### src/rtl/mul_dispatch_if.sv
`default_nettype none
// ============================================================================
// Module   : mul_dispatch_if
// Brief    : Issue, functional-unit and CDB signals of the multiply dispatcher.
// Revision : 1.0 - initial release
// ============================================================================
interface mul_dispatch_if #(
    parameter int TAG_W  = 4,
    parameter int DATA_W = 32
);
    logic              issue_valid;
    logic              issue_ready;
    logic [TAG_W-1:0]  issue_tag;
    logic [DATA_W-1:0] issue_a;
    logic [DATA_W-1:0] issue_b;
    logic              fu_en;
    logic [DATA_W-1:0] fu_a;
    logic [DATA_W-1:0] fu_b;
    logic              fu_finish;
    logic [DATA_W-1:0] fu_res;
    logic              cdb_req;
    logic [TAG_W-1:0]  cdb_tag;
    logic [DATA_W-1:0] cdb_data;
    logic              cdb_grant;
    logic              busy;

    modport master (
        input  issue_valid, issue_tag, issue_a, issue_b, fu_finish, fu_res, cdb_grant,
        output issue_ready, fu_en, fu_a, fu_b, cdb_req, cdb_tag, cdb_data, busy
    );

    modport slave (
        output issue_valid, issue_tag, issue_a, issue_b, fu_finish, fu_res, cdb_grant,
        input  issue_ready, fu_en, fu_a, fu_b, cdb_req, cdb_tag, cdb_data, busy
    );
endinterface
`default_nettype wire

### src/rtl/mul_dispatch.sv
`default_nettype none
// ============================================================================
// Module   : mul_dispatch
// Brief    : Issue-side controller for the multi-cycle multiplier with a
//            2-entry tagged result buffer drained over the CDB.
//            Optional macro MUL_DISPATCH_CDB_BYPASS_EN forwards a finishing
//            result straight to the CDB when the buffer is empty.
// Revision : 1.0 - initial release
// ============================================================================
module mul_dispatch #(
    parameter int TAG_W  = 4,
    parameter int DATA_W = 32
) (
    input  logic            clk,
    input  logic            rst,
    mul_dispatch_if.master  bus
);

    localparam logic [1:0] c_DRAIN = 2'd0;
    localparam logic [1:0] c_IDLE  = 2'd1;
    localparam logic [1:0] c_START = 2'd2;
    localparam logic [1:0] c_RUN   = 2'd3;

    logic [1:0]        r_state;
    logic [1:0]        w_state_nxt;
    logic [2:0]        r_drain_cnt;
    logic [TAG_W-1:0]  r_inflight_tag;
    logic [DATA_W-1:0] r_fu_a;
    logic [DATA_W-1:0] r_fu_b;
    logic [TAG_W-1:0]  r_buf_tag  [2];
    logic [DATA_W-1:0] r_buf_data [2];
    logic              r_head;
    logic              r_tail;
    logic [1:0]        r_count;

    logic w_accept;
    logic w_finish;
    logic w_bypass;
    logic w_push;
    logic w_pop;

    assign w_accept = (r_state == c_IDLE) && (r_count != 2'd2) && bus.issue_valid;
    assign w_finish = (r_state == c_RUN) && bus.fu_finish;
    assign w_pop    = (r_count != 2'd0) && bus.cdb_grant;

`ifdef MUL_DISPATCH_CDB_BYPASS_EN
    // An empty buffer lets the finishing product go to the CDB this cycle.
    assign w_bypass     = w_finish && (r_count == 2'd0);
    assign w_push       = w_finish && !(w_bypass && bus.cdb_grant);
    assign bus.cdb_req  = (r_count != 2'd0) || w_bypass;
    assign bus.cdb_tag  = w_bypass ? r_inflight_tag : r_buf_tag[r_head];
    assign bus.cdb_data = w_bypass ? bus.fu_res     : r_buf_data[r_head];
`else
    assign w_bypass     = 1'b0;
    assign w_push       = w_finish && !w_bypass;
    assign bus.cdb_req  = (r_count != 2'd0);
    assign bus.cdb_tag  = r_buf_tag[r_head];
    assign bus.cdb_data = r_buf_data[r_head];
`endif

    assign bus.issue_ready = (r_state == c_IDLE) && (r_count != 2'd2);
    assign bus.fu_en       = (r_state == c_START);
    assign bus.fu_a        = r_fu_a;
    assign bus.fu_b        = r_fu_b;
    assign bus.busy        = (r_state != c_IDLE) || (r_count != 2'd0);

    always_comb begin
        w_state_nxt = r_state;
        case (r_state)
            c_DRAIN: if (r_drain_cnt == 3'd7) w_state_nxt = c_IDLE;
            c_IDLE:  if (w_accept)            w_state_nxt = c_START;
            c_START:                          w_state_nxt = c_RUN;
            c_RUN:   if (bus.fu_finish)       w_state_nxt = c_IDLE;
            default:                          w_state_nxt = c_DRAIN;
        endcase
    end

    always_ff @(posedge clk) begin
        if (rst) begin
            r_state        <= c_DRAIN;
            r_drain_cnt    <= 3'd0;
            r_inflight_tag <= '0;
            r_fu_a         <= '0;
            r_fu_b         <= '0;
        end else begin
            r_state <= w_state_nxt;
            // Waits out a unit that may still be running from before reset.
            if (r_state == c_DRAIN) r_drain_cnt <= r_drain_cnt + 3'd1;
            if (w_accept) begin
                r_inflight_tag <= bus.issue_tag;
                r_fu_a         <= bus.issue_a;
                r_fu_b         <= bus.issue_b;
            end
        end
    end

    always_ff @(posedge clk) begin
        if (rst) begin
            r_head  <= 1'b0;
            r_tail  <= 1'b0;
            r_count <= 2'd0;
            for (int i = 0; i < 2; i++) begin
                r_buf_tag[i]  <= '0;
                r_buf_data[i] <= '0;
            end
        end else begin
            if (w_push) begin
                r_buf_tag[r_tail]  <= r_inflight_tag;
                r_buf_data[r_tail] <= bus.fu_res;
                r_tail             <= ~r_tail;
            end
            if (w_pop) r_head <= ~r_head;
            case ({w_push, w_pop})
                2'b10:   r_count <= r_count + 2'd1;
                2'b01:   r_count <= r_count - 2'd1;
                default: r_count <= r_count;
            endcase
        end
    end

endmodule
`default_nettype wire

### src/flat_wrapper.sv
// flat-port wrapper written by rule: the top's interface ports become plain ports
module mul_dispatch_flat 
#(
    parameter int TAG_W  = 4,
    parameter int DATA_W = 32
)
  (clk, rst, bus_issue_valid, bus_issue_tag, bus_issue_a, bus_issue_b, bus_fu_finish, bus_fu_res, bus_cdb_grant, bus_issue_ready, bus_fu_en, bus_fu_a, bus_fu_b, bus_cdb_req, bus_cdb_tag, bus_cdb_data, bus_busy);
  mul_dispatch_if #(.TAG_W(TAG_W), .DATA_W(DATA_W)) bus_i ();
  input  logic clk;
  input  logic rst;
  input wire logic [$bits(bus_i.issue_valid)-1:0] bus_issue_valid;
  input wire logic [$bits(bus_i.issue_tag)-1:0] bus_issue_tag;
  input wire logic [$bits(bus_i.issue_a)-1:0] bus_issue_a;
  input wire logic [$bits(bus_i.issue_b)-1:0] bus_issue_b;
  input wire logic [$bits(bus_i.fu_finish)-1:0] bus_fu_finish;
  input wire logic [$bits(bus_i.fu_res)-1:0] bus_fu_res;
  input wire logic [$bits(bus_i.cdb_grant)-1:0] bus_cdb_grant;
  output wire logic [$bits(bus_i.issue_ready)-1:0] bus_issue_ready;
  output wire logic [$bits(bus_i.fu_en)-1:0] bus_fu_en;
  output wire logic [$bits(bus_i.fu_a)-1:0] bus_fu_a;
  output wire logic [$bits(bus_i.fu_b)-1:0] bus_fu_b;
  output wire logic [$bits(bus_i.cdb_req)-1:0] bus_cdb_req;
  output wire logic [$bits(bus_i.cdb_tag)-1:0] bus_cdb_tag;
  output wire logic [$bits(bus_i.cdb_data)-1:0] bus_cdb_data;
  output wire logic [$bits(bus_i.busy)-1:0] bus_busy;
  assign bus_i.issue_valid = bus_issue_valid;
  assign bus_i.issue_tag = bus_issue_tag;
  assign bus_i.issue_a = bus_issue_a;
  assign bus_i.issue_b = bus_issue_b;
  assign bus_i.fu_finish = bus_fu_finish;
  assign bus_i.fu_res = bus_fu_res;
  assign bus_i.cdb_grant = bus_cdb_grant;
  assign bus_issue_ready = bus_i.issue_ready;
  assign bus_fu_en = bus_i.fu_en;
  assign bus_fu_a = bus_i.fu_a;
  assign bus_fu_b = bus_i.fu_b;
  assign bus_cdb_req = bus_i.cdb_req;
  assign bus_cdb_tag = bus_i.cdb_tag;
  assign bus_cdb_data = bus_i.cdb_data;
  assign bus_busy = bus_i.busy;
  mul_dispatch #(.TAG_W(TAG_W), .DATA_W(DATA_W)) u_core (.clk(clk), .rst(rst), .bus(bus_i));
endmodule
### config.mk
export PLATFORM = sky130hd
export DESIGN_NAME = mul_dispatch_flat
export DESIGN_NICKNAME = d
export VERILOG_FILES = /design/src/rtl/mul_dispatch_if.sv /design/src/rtl/mul_dispatch.sv /design/src/flat_wrapper.sv
export SDC_FILE = /design/constraint.sdc
export NUM_CORES = 1
export LEC_CHECK = 0
export ABC_AREA = 1
export BUFFER_PORTS_ARGS = -buffer_cell sky130_fd_sc_hd__buf_2
export CAP_MARGIN = 10
export CORE_MARGIN = 3
export CORE_UTILIZATION = 57
export CTS_BUF_LIST = sky130_fd_sc_hd__clkbuf_8
export DETAILED_ROUTE_END_ITERATION = 8
export MAX_ROUTING_LAYER = met4
export PLACE_DENSITY_LB_ADDON = 0.1
export SYNTH_ARGS = -nofsm -noshare
export SYNTH_HDL_FRONTEND = slang
export SYNTH_SLANG_ARGS = --single-unit
### constraint.sdc
create_clock -name clk -period 7.9 [get_ports clk]
set_clock_uncertainty 0.2 [all_clocks]
set_input_delay 0.79 -clock clk [delete_from_list [all_inputs] [get_ports clk]]
set_output_delay 0.79 -clock clk [all_outputs]
set_load 0.03 [all_outputs]
==> impl_metrics.toml <==
[worst_setup_path]
end_kind = "register"
crit_start = "rst"
startpoint_type = "input pin"
critical_path_class = "input pin to register"
worstReg2RegStart = "u_core.r_state[0]$_SDFFE_PP0P_"
cpMostUsedCell = "buf_4"
crit_slowest_cell = "buf_4"
cp.arrival_ns = 3.07
critical-path-max-stage-delay_ns = 0.72
crit_required_ns = 7.84
path_cells = "buf_4 > inv_2 > nand2_1 > buf_4 > nand2_1 > buf_4"
critPathMaxFanout = 67

[placement]
dp_hpwl_mm = 9.333
dp_cells = 912
dpl_cell_area_mm2 = 0.007536
dp_slack_ns = 4.254
gp_congestion = 0.7743
io_buffers = 208

[synth]
synth_top_area_cell = "edfxtp_1"
syn_area_mm2 = 0.006581
synthTopCellsByArea = "edfxtp_1, dfxtp_1, nand3_2, a21oi_2, mux2_2"
syn_avg_cell_area_um2 = 10.99
synth_top_area_share_pct = 32.85
synth-seq-cells = 150
ys_seq_area_share_pct = 56.58
syn_nets = 711
synth.top_cells.by_count = "nor2_1, dfxtp_1, nand2_1"
yosys_warnings = 0
synth_edf_count = 72
synth_ff_type = "dfxtp_1"
syn_inst = 599
yosysUniqueCellTypes = 26
yosysMostFrequentCell = "nor2_1"
asyncSetResetFlopFracSynth_pct = 0

[route]
wl_per_cell_um = 14.79
vias = 4825
drc = 0
vias_per_cell = 5.111
drt_iter0_drc = 323
firstDrtPassIters = 4
postRouteAntennaNets = 0
wl_mm = 13.96

[cells_and_area]
post-route-cell-area_mm2 = 0.007908
utilization_pct = 71.38
fin_nets = 903
antennaDiodeCount = 0
syn2layout_area_growth_pct = 20.15
post_layout_nonfiller_instances = 944
drive_gt1_share_pct = 48.38

[grt]
grt_max_degree = 74
overflow = 0
grt_pass1_wl_mm = 21.94
antenna_found_initial = 0
grt_usage_pct = 22.14
grt_pass1_vias = 4634

[timing]
fin_crit_sh_pct = 39.66
hold_viol = 0
grt_setup_unrepaired = "false"
worst_pin_slew_ns = 0.9988
final.setup.worst_slack_ns = 4.767
relSlewSlack_pct = 33.41
finalSetupTns_ns = 0
period_minus_slack_ns = 3.133
setup_violations = 0
fmax_mhz = 319.2
maxSlewViolCount = 0

[cts]
post_cts_resized = 0
cts_max_path_buffers = 2
post-cts-setup-buffers = 0
path_clk_slew_ns = 0.07
clock_latency_ns = 0.43
cts_buffers = 17
clock_sinks = 150
cts-root-buf = "clkbuf_8"
htree_num_levels = 4
postCtsHoldBufs = 0
cts_tree = "built"

[floorplan]
fp-row-count = 38
num_io_pins = 209
dieWidth_um = 113.5
core_mm2 = 0.01108
die_y_um = 113.5
die_area_mm2 = 0.01287
start_util_pct = 59.41

[power_and_ir_drop]
cellPowerDensity_mw_per_mm2 = 256.2
irDropWorstVdd_uv = 144.0
power.leakage_nw = 3.388

[job]
cap_violations = 0

[status]
outcome = "finished clean"

[worst_hold_path]
hp-start = "u_core.r_head$_SDFFE_PP0P_"
hold_path_class = "register to register"
state kept, by name, summed over array words and instances, names as in the netlist, named ones only:
signal / count
u_core.r_count: 2
u_core.r_buf_data: 64
u_core.bus.fu_a: 32
u_core.bus.fu_b: 32
u_core.r_state: 2
u_core.r_inflight_tag: 4
u_core.r_buf_tag: 8
u_core.r_drain_cnt: 3
u_core.r_head: 1
u_core.r_tail: 1
report_power, final:
part	internal, W	switching, W
logic	0.000171	0.000377
registers	0.000887	0.0000355
clock network	0.000275	0.000280
total	0.00133	0.000692
placed cells by master, fill, tap and decap left out:
cell type	n
nand4_2	1
nand3_2	50
buf_2	206
o21ai_1	5
inv_2	4
clkinvlp_2	1
o21bai_1	1
a21oi_1	20
clkbuf_8	17
xnor2_1	1
nor2_2	1
nor2_4	1
nand2_1	78
edfxtp_1	72
o21a_1	1
a21oi_2	54
dfxtp_1	78
ha_1	7
nand3_1	17
clkinvlp_4	4
inv_6	2
buf_4	7
clkinv_2	2
inv_1	46
nand3_4	1
o21ai_0	5
nor2_1	82
mux2_2	36
clkinv_1	2
bufinv_16	2
through the flow:
| stage | hold slack (ns) | power [W] |
|---|---|---|
| floorplan | 0.2255 | 0.001401 |
| global placement | 0.2379 | 0.001474 |
| detailed placement | 0.2456 | 0.001491 |
| CTS | 0.2593 | 0.002043 |
| global route | 0.2838 | 0.002124 |
| finish | 0.2582 | 0.002026 |
metal layers:
metal / GRT usage (%) / vias up / share of wire, %
met1: 26.81 / 2292 / 42
met4: 7.131 / 0 / 1.1
met2: 36.10 / 141 / 50
met5: - / - / 0
li1: - / 2379 / -
met3: 6.260 / 13 / 6.6
kinds of logic after synthesis:
| logic type | synth area share, % |
|---|---|
| simple gates | 18.75 |
| compound gates | 9.696 |
| xor+xnor | 0.1331 |
| mux | 6.160 |
| buf+inv | 7.357 |
| flops | 56.58 |
| fa+ha+maj | 1.331 |
critical path: cells and delay by family:
family / cells / cell delay (ns)
simple gates: 2 / 0.56
buf+inv: 4 / 1.69
final cells by class:
class                      instances  area (um2)
multi-input combinational        361        2374
sequential                       150        3724
clock inverter                    15       137.6
inverter                          48       180.2
fill                             828        3171
tap                              140       175.2
timing repair buffer             213        1084
clock buffer                      17       234.0
path summary, 6_finish.rpt:
check,cells after the start,to,slack [ns]
worst min-delay path,1,register,0.26
worst max-delay path,6,u_core.r_buf_data[0][6]$_SDFFCE_PN0P_,4.77
worst min register to register,1,register,0.26
worst max register to register,4,u_core.r_buf_tag[1][0]$_SDFFCE_PN0P_,5.22
Power figures use the tool's default switching activity.
